`src/rtl/lane_jam_sensor.sv`:
```
// Four-lane vehicle queue model: arrivals raise each count, granted lanes drain one car per
// DRAIN_CYCLES, jam flags use hysteresis. Define JAM_SENSOR_OVF_EN for sticky drop flags.
module lane_jam_sensor #(
   parameter int unsigned CNT_W        = 6,
   parameter int unsigned MAX_Q        = 40,
   parameter int unsigned JAM_ON       = 8,
   parameter int unsigned JAM_OFF      = 3,
   parameter int unsigned DRAIN_CYCLES = 2
) (
   input  logic             clk,
   input  logic             rst,
   input  logic [3:0]       car_arrive,
   input  logic             allow_0,
   input  logic             allow_1,
   input  logic             allow_2,
   input  logic             allow_3,
   output logic             jam_sensor_0,
   output logic             jam_sensor_1,
   output logic             jam_sensor_2,
   output logic             jam_sensor_3,
   output logic [CNT_W-1:0] q_len_0,
   output logic [CNT_W-1:0] q_len_1,
   output logic [CNT_W-1:0] q_len_2,
   output logic [CNT_W-1:0] q_len_3
`ifdef JAM_SENSOR_OVF_EN
   ,
   output logic [3:0]       overflow
`endif
);

   localparam int unsigned DCNT_W = (DRAIN_CYCLES > 1) ? $clog2(DRAIN_CYCLES) : 1;

   localparam logic [CNT_W-1:0]  MaxQ     = CNT_W'(MAX_Q);
   localparam logic [CNT_W-1:0]  JamOn    = CNT_W'(JAM_ON);
   localparam logic [CNT_W-1:0]  JamOff   = CNT_W'(JAM_OFF);
   localparam logic [DCNT_W-1:0] DcntLast = DCNT_W'(DRAIN_CYCLES - 1);

   logic [3:0]        allow;
   logic [3:0]        depart;
   logic [CNT_W-1:0]  q_len_q [4];
   logic [CNT_W-1:0]  q_len_d [4];
   logic [DCNT_W-1:0] dcnt_q  [4];
   logic [DCNT_W-1:0] dcnt_d  [4];
   logic [3:0]        jam_q;
   logic [3:0]        jam_d;

   assign allow = {allow_3, allow_2, allow_1, allow_0};

   always_comb begin
      for (int i = 0; i < 4; i++) begin
         dcnt_d[i]  = '0;
         depart[i]  = 1'b0;
         q_len_d[i] = q_len_q[i];
         jam_d[i]   = jam_q[i];

         if (allow[i]) begin
            dcnt_d[i] = (dcnt_q[i] == DcntLast) ? '0 : dcnt_q[i] + 1'b1;
         end
         // A drain tick on an empty queue is lost; the counter still wraps.
         depart[i] = allow[i] && (dcnt_q[i] == DcntLast) && (q_len_q[i] != '0);

         if (car_arrive[i] && !depart[i]) begin
            if (q_len_q[i] != MaxQ) begin
               q_len_d[i] = q_len_q[i] + 1'b1;
            end
         end else if (!car_arrive[i] && depart[i]) begin
            q_len_d[i] = q_len_q[i] - 1'b1;
         end

         if (q_len_d[i] >= JamOn) begin
            jam_d[i] = 1'b1;
         end else if (q_len_d[i] <= JamOff) begin
            jam_d[i] = 1'b0;
         end
      end
   end

   always_ff @(posedge clk or posedge rst) begin
      if (rst) begin
         for (int i = 0; i < 4; i++) begin
            q_len_q[i] <= '0;
            dcnt_q[i]  <= '0;
         end
         jam_q <= '0;
      end else begin
         for (int i = 0; i < 4; i++) begin
            q_len_q[i] <= q_len_d[i];
            dcnt_q[i]  <= dcnt_d[i];
         end
         jam_q <= jam_d;
      end
   end

`ifdef JAM_SENSOR_OVF_EN
   logic [3:0] overflow_q;
   logic [3:0] overflow_d;

   always_comb begin
      overflow_d = overflow_q;
      for (int i = 0; i < 4; i++) begin
         if (car_arrive[i] && !depart[i] && (q_len_q[i] == MaxQ)) begin
            overflow_d[i] = 1'b1;
         end
      end
   end

   always_ff @(posedge clk or posedge rst) begin
      if (rst) begin
         overflow_q <= '0;
      end else begin
         overflow_q <= overflow_d;
      end
   end

   assign overflow = overflow_q;
`endif

   assign q_len_0      = q_len_q[0];
   assign q_len_1      = q_len_q[1];
   assign q_len_2      = q_len_q[2];
   assign q_len_3      = q_len_q[3];
   assign jam_sensor_0 = jam_q[0];
   assign jam_sensor_1 = jam_q[1];
   assign jam_sensor_2 = jam_q[2];
   assign jam_sensor_3 = jam_q[3];

endmodule
```
`config.mk`:
```
export PLATFORM = sky130hd
export DESIGN_NAME = lane_jam_sensor
export DESIGN_NICKNAME = d
export VERILOG_FILES = /design/src/rtl/lane_jam_sensor.sv
export SDC_FILE = /design/constraint.sdc
export NUM_CORES = 1
export LEC_CHECK = 0
export ABC_AREA = 1
export BUFFER_PORTS_ARGS = -buffer_cell sky130_fd_sc_hd__buf_2
export CORE_MARGIN = 4
export CORE_UTILIZATION = 40
export DETAILED_ROUTE_END_ITERATION = 8
export PLACE_DENSITY_LB_ADDON = 0.08
export SYNTH_ARGS = -nofsm -noshare
export SYNTH_HDL_FRONTEND = slang
export SYNTH_SLANG_ARGS = --single-unit
```
`constraint.sdc`:
```
create_clock -name clk -period 1.85 [get_ports clk]
set_clock_uncertainty 0.1 [all_clocks]
set_input_delay 0.37 -clock clk [delete_from_list [all_inputs] [get_ports clk]]
set_output_delay 0.37 -clock clk [all_outputs]
set_load 0.02 [all_outputs]
```
==> results.sh, run 1 <==
export IMPL_status="finished clean"
export IMPL_p_leak_nw=1.55
export IMPL_gp_congestion=0.815
export IMPL_finalSetupViolCount=0
export IMPL_grt_max_degree=33
export IMPL_via_per_inst=4.80
export IMPL_cp_start_kind="register"
export IMPL_core_area_sq_mm=0.00596
export IMPL_die_x_um=86.5
export IMPL_ys_flop_type="dfrtp_1"
export IMPL_syn_area_per_cell_sq_um=7.21
export IMPL_drv_slew=0
export IMPL_synthCells=342
export IMPL_hpwl_um=4230
export IMPL_path_clk_slew_ns=0.07
export IMPL_pre_cts_ws_ns=0.0175
export IMPL_fmax_ghz=0.589
export IMPL_ant_nets=0
export IMPL_grt_pass1_wl_um=9660
export IMPL_grt_usage_pct=16.0
export IMPL_finalSetupTns_ns=0
export IMPL_hold_class="in -> async"
export IMPL_worstSetupEndpointType="register"
export IMPL_drive_gt1_share_pct=27.4
export IMPL_peakVddDrop_mv=0.693
export IMPL_cp_max_fo=8
export IMPL_vias=2250
export IMPL_hold_violations=0
export IMPL_powerDensity_mw_per_mm2=1630
export IMPL_grt_pass1_vias=2177
export IMPL_cts_sinks=32
export IMPL_cts_tree="done"
export IMPL_ys_types=30
export IMPL_rr_startpoint="q_len_3[0]"
export IMPL_start_util_pct=41.4
export IMPL_drc=0
export IMPL_n_antenna_cell=0
export IMPL_met3_length_um=261
export IMPL_synth_area_sq_mm=0.00247
export IMPL_synth_seq_area_share_pct=32.5
export IMPL_ys_ff_latch=32
export IMPL_dieArea_sq_mm=0.00749
export IMPL_rows=28
export IMPL_mostFrequentLayoutCell="nand2_1"
export IMPL_syn_to_final_growth_pct=19.0
export IMPL_antenna_found_initial=0
export IMPL_h_tree_depth=2
export IMPL_cts_hold_buffers=0
export IMPL_maxCapViolations=0
export IMPL_port_buffers=37
export IMPL_yosys_warnings=0
export IMPL_drt_wirelength_per_cell_um=11.8
export IMPL_synth_edf_count=0
export IMPL_cp_required_ns=1.93
export IMPL_cp_arrival_ns=1.78
export IMPL_regToRegSetupSlack_ns=0.15
export IMPL_root_buffer="clkbuf_8"
export IMPL_fin_nets=412
export IMPL_worst_slew_pin_slew_ns=0.418
export IMPL_maxSlewHeadroom_pct=72.1
export IMPL_num_io_pins=38
export IMPL_top_layer="met4"
export IMPL_synth_async_reset_ratio_pct=100
export IMPL_cts_buffers=5
export IMPL_critical_path_class="reg -> reg"
export IMPL_clkLatencyLatePin_ns=0.28
export IMPL_grt_overflow_total=0
export IMPL_wl_um=5550
export IMPL_drt_iter0_markers=71
export IMPL_wl_met2_um=2460
export IMPL_setup_ws_ns=0.152
export IMPL_dr_pass1_iters=4
export IMPL_period_minus_slack_ns=1.70
export IMPL_die_h_um=86.5
export IMPL_met1_length_um=2730
export IMPL_synth_nets=360
export IMPL_final_cell_mix="nand2_1, inv_1, buf_2, dfrtp_1, nand3_1"
export IMPL_reg2regPathDepth=11
export IMPL_finalHoldWorstSlack_ns=0.0582
export IMPL_nFillCells=614
export IMPL_fin_crit_sh_pct=91.8
export IMPL_rr_endpoint="jam_q[3]"
export IMPL_cts_buffer_depth=2
[cell type report]
type	count	area, sq um	share of cell area, %
multi-input combinational	251	1480	50.3
sequential	32	801	27.3
timing repair buffer	50	283	9.64
inverter	54	203	6.91
tap	75	93.8	3.20
clock buffer	6	72.6	2.47
clock inverter	1	5.00	0.171
[flip-flops by register name (all words and copies together), names as in the netlist]
signal	flops
q_len_1	6
q_len_2	6
q_len_0	6
jam_q	4
dcnt_q	4
q_len_3	6
[worst max-delay path, stage by stage (launching register included)]
cell	delay, ns
dfrtp_1	0.39
inv_1	0.12
ha_1	0.26
nand4_4	0.16
nand2_2	0.11
nand2_4	0.08
nor2_1	0.10
nand2_1	0.06
nand2_1	0.08
nand2_1	0.05
inv_1	0.04
nand2_1	0.04
[report_power, final]
group          internal, W  leakage, nW  switching (W)
Sequential        0.000990        0.380       0.000432
Combinational      0.00111         1.13        0.00173
Clock             0.000256       0.0410       0.000257
[cells in the mapped netlist, types with 3 or more instances]
cell type   n  area share, %
buf_6       3            1.4
dfrtp_1    32             32
ha_1        8            4.1
inv_1      45            6.8
inv_2       9            1.4
nand2_1    96             15
nand2_2     8            2.0
nand2_4     4            1.8
nand3_1    31            6.3
nand3_2     4            1.6
nand3b_1    4            1.2
nand4_1    13            3.3
nor2_1     32            4.9
nor2_2      3           0.76
nor2_4      5            2.3
o21ai_0     4           0.81
o21ai_1     4           0.81
o31ai_1     4            1.2
xor2_1     19            6.7
[cells by family after synthesis]
group	Yosys count	share of synthesized area, %
flip-flops	32	32.5
AO/OA/AOI/OAI	14	3.35
adder cells (fa/ha/maj)	8	4.06
AND/OR/NAND/NOR	209	42.9
XOR/XNOR	20	7.10
buffers and inverters	59	10.1
[routing by layer]
metal | vias up | global-route usage [%]
li1 | 1181 | -
met2 | 45 | 25.3
met1 | 1016 | 21.7
met4 | 0 | 5.24
met3 | 8 | 3.61
met5 | - | 0
[through the flow]
stage | instance area [sq um] | total power (W) | utilization, % | cells
floorplan | 2470 | 0.00338 | - | 342
global placement | 2770 | 0.00412 | 46.4 | 458
detailed placement | 2770 | 0.00411 | 46.4 | 458
CTS | 2840 | 0.00466 | 47.8 | 465
global route | 2930 | 0.00528 | 49.3 | 469
finish | 2930 | 0.00478 | 49.3 | 469
[timing repair]
action / in CTS / in global routing
setup buffers: 0 / 4
setup endpoints to repair: 0 / 5
resized for setup: 0 / 18
[worst max path at each step]
stage,start,to,slack [ns],cells past startpoint
2_1_floorplan,q_len_2[0],jam_q[2],0.09,12
3_3_place_gp,q_len_1[1],jam_q[1],-0.005,9
3_5_place_dp,q_len_1[1],jam_q[1],0.02,9
4_1_cts,q_len_1[1],jam_q[1],0.001,9
5_1_grt,q_len_2[1],jam_q[2],-0.01,13
6_report,q_len_3[0],jam_q[3],0.15,11
Power figures use the tool's default switching activity.
==> run 2, diff against run 1 <==
CORE_ASPECT_RATIO = 0.8   (was unset)
SETUP_SLACK_MARGIN = 0.5   (was unset)
==> run 2 against run 1 <==
Effect of this change: sequential power increased by 6%; non-clock buffer count is 52 higher; sequential share of layout area shrank 6.1 points; clock power increased by 33%; core utilization up 16 points; cell count is 13% higher; via count rose by 12%; die area increased by 0.10%; worst hold slack better by 0.0034 ns; critical path type unchanged.
==> results.sh, run 2 (same netlist as run 1, synthesis figures left out) <==
export IMPL_swShare_pct=45.1
export IMPL_finalSetupTns_ns=0
export IMPL_grt_max_degree=33
export IMPL_drive_gt1_share_pct=50.6
export IMPL_grt_overflow_total=0
export IMPL_critical_path_class="reg -> reg"
export IMPL_h_tree_depth=2
export IMPL_maxCapViolations=0
export IMPL_drt_wirelength_per_cell_um=12.5
export IMPL_rr_startpoint="q_len_2[1]"
export IMPL_wl_met2_um=3070
export IMPL_cp_max_fo=6
export IMPL_gp_congestion=0.857
export IMPL_n_antenna_cell=0
export IMPL_path_clk_slew_ns=0.08
export IMPL_met3_length_um=227
export IMPL_powerDensity_mw_per_mm2=1710
export IMPL_cts_buffers=5
export IMPL_core_area_sq_mm=0.00594
export IMPL_cts_buffer_depth=2
export IMPL_ant_nets=0
export IMPL_drv_slew=0
export IMPL_worstSetupStartpoint="q_len_2[1]"
export IMPL_cts_sinks=32
export IMPL_maxSlewHeadroom_pct=71.4
export IMPL_peakVddDrop_mv=0.932
export IMPL_nFillCells=490
export IMPL_clkLatencyLatePin_ns=0.29
export IMPL_dpl_cell_count=458
export IMPL_die_h_um=78.2
export IMPL_fin_util_pct=65.5
export IMPL_rows=25
export IMPL_p_leak_nw=1.91
export IMPL_p_clk_share_pct=10.2
export IMPL_cts_tree="done"
export IMPL_pwr_share_comb_pct=67.2
export IMPL_top_layer="met4"
export IMPL_switchingPower_w=0.00301
export IMPL_period_minus_slack_ns=1.66
export IMPL_worstSetupEndpointType="register"
export IMPL_cp_arrival_ns=1.72
export IMPL_hold_class="in -> async"
export IMPL_grt_usage_pct=18.1
export IMPL_cp_required_ns=1.91
export IMPL_start_util_pct=41.5
export IMPL_syn_to_final_growth_pct=57.9
export IMPL_wl_um=6590
export IMPL_finalSetupViolCount=0
export IMPL_met1_length_um=3230
export IMPL_die_x_um=95.8
export IMPL_vias=2527
export IMPL_grt_pass1_vias=2295
export IMPL_cp_start_kind="register"
export IMPL_final_cell_mix="nand2_1, buf_4, buf_6, inv_1, nand3_1"
export IMPL_p_total_w=0.00667
export IMPL_num_io_pins=38
export IMPL_power_frac_seq_pct=22.6
export IMPL_grt_pass1_wl_um=10800
export IMPL_dieArea_sq_mm=0.00749
export IMPL_port_buffers=37
export IMPL_fin_crit_sh_pct=89.7
export IMPL_fin_nets=464
export IMPL_layout_cells_non_filler=528
export IMPL_hold_violations=0
export IMPL_internal_power_w=0.00366
export IMPL_antenna_found_initial=0
export IMPL_dr_pass1_iters=4
export IMPL_fmax_ghz=0.603
export IMPL_status="finished clean"
export IMPL_rsz0062_at_grt="yes"
export IMPL_root_buffer="clkbuf_8"
export IMPL_worst_slew_pin_slew_ns=0.429
export IMPL_hpwl_um=4200
export IMPL_via_per_inst=4.79
export IMPL_drt_iter0_markers=75
export IMPL_cts_hold_buffers=0
export IMPL_mostFrequentLayoutCell="nand2_1"
export IMPL_drc=0
## run 2: cell count changes in the layout (fill, tap and decap cells not counted), moves of 8 or more
cell     change
buf_4       +32
nand2_1     -10
buf_6       +40
buf_2       -21
dfrtp_1     -21
nor2_1       -8
dfrtp_2     +21
## run 2: final cells by class
class | instances | area (sq um) | share of cell area [%]
clock inverters | 3 | 42.5 | 1.09
repair buffers | 102 | 888 | 22.8
inverters | 54 | 225 | 5.78
clock buffers | 5 | 68.8 | 1.77
multi-input cells | 251 | 1740 | 44.7
flip-flops and latches | 32 | 827 | 21.2
well taps | 81 | 101 | 2.60
## run 2: what timing repair did
item                       in CTS  in global routing
resized for setup              88                 39
setup buffers                  47                 15
setup endpoints to repair      52                 53
pin swaps                      26                 19
## run 2: worst max-delay path, cell delays in order (launching register included)
cell     delay (ns)
dfrtp_2        0.42
inv_2          0.08
ha_4           0.14
inv_2          0.04
nor2_4         0.12
nand3_4        0.12
nand3_2        0.11
inv_2          0.07
nand2_1        0.07
a21oi_1        0.06
nor2_1         0.12
nand3_1        0.09
## run 2: path summary, 6_finish.rpt
kind	endpoint	slack (ns)	depth (start not counted)
max in group asynchronous	q_len_1[0]	1.25	3
worst min register to register	dcnt_q[3]	0.32	1
min in group clk	dcnt_q[3]	0.19	3
worst max-delay path	jam_q[2]	0.19	11
worst max register to register	jam_q[2]	0.19	11
worst min-delay path	dcnt_q[3]	0.06	3
## run 2: routing by layer
layer	vias to the layer above	track usage, %
li1	1296	-
met1	1180	26.7
met2	45	27.5
met3	6	3.16
met4	0	3.84
met5	-	0
## run 2: through the flow
stage	instance area (sq um)	hold slack (ns)	setup WS, ns
2_1_floorplan	2620	0.300	0.189
3_3_place_gp	2880	0.309	0.151
3_5_place_dp	2880	0.310	0.0992
4_1_cts	3630	0.0707	0.209
5_1_grt	3890	0.117	0.0451
6_report	3890	0.0615	0.190
## run 2: power groups by stage
stage	registers, W	clock network, W	logic [W]
after detailed placement	0.00159	0	0.00277
final	0.00151	0.000681	0.00448
after global placement	0.00158	0	0.00276
after CTS	0.00150	0.000701	0.00402
after global routing	0.00156	0.000726	0.00490
after floorplan	0.00173	0	0.00197
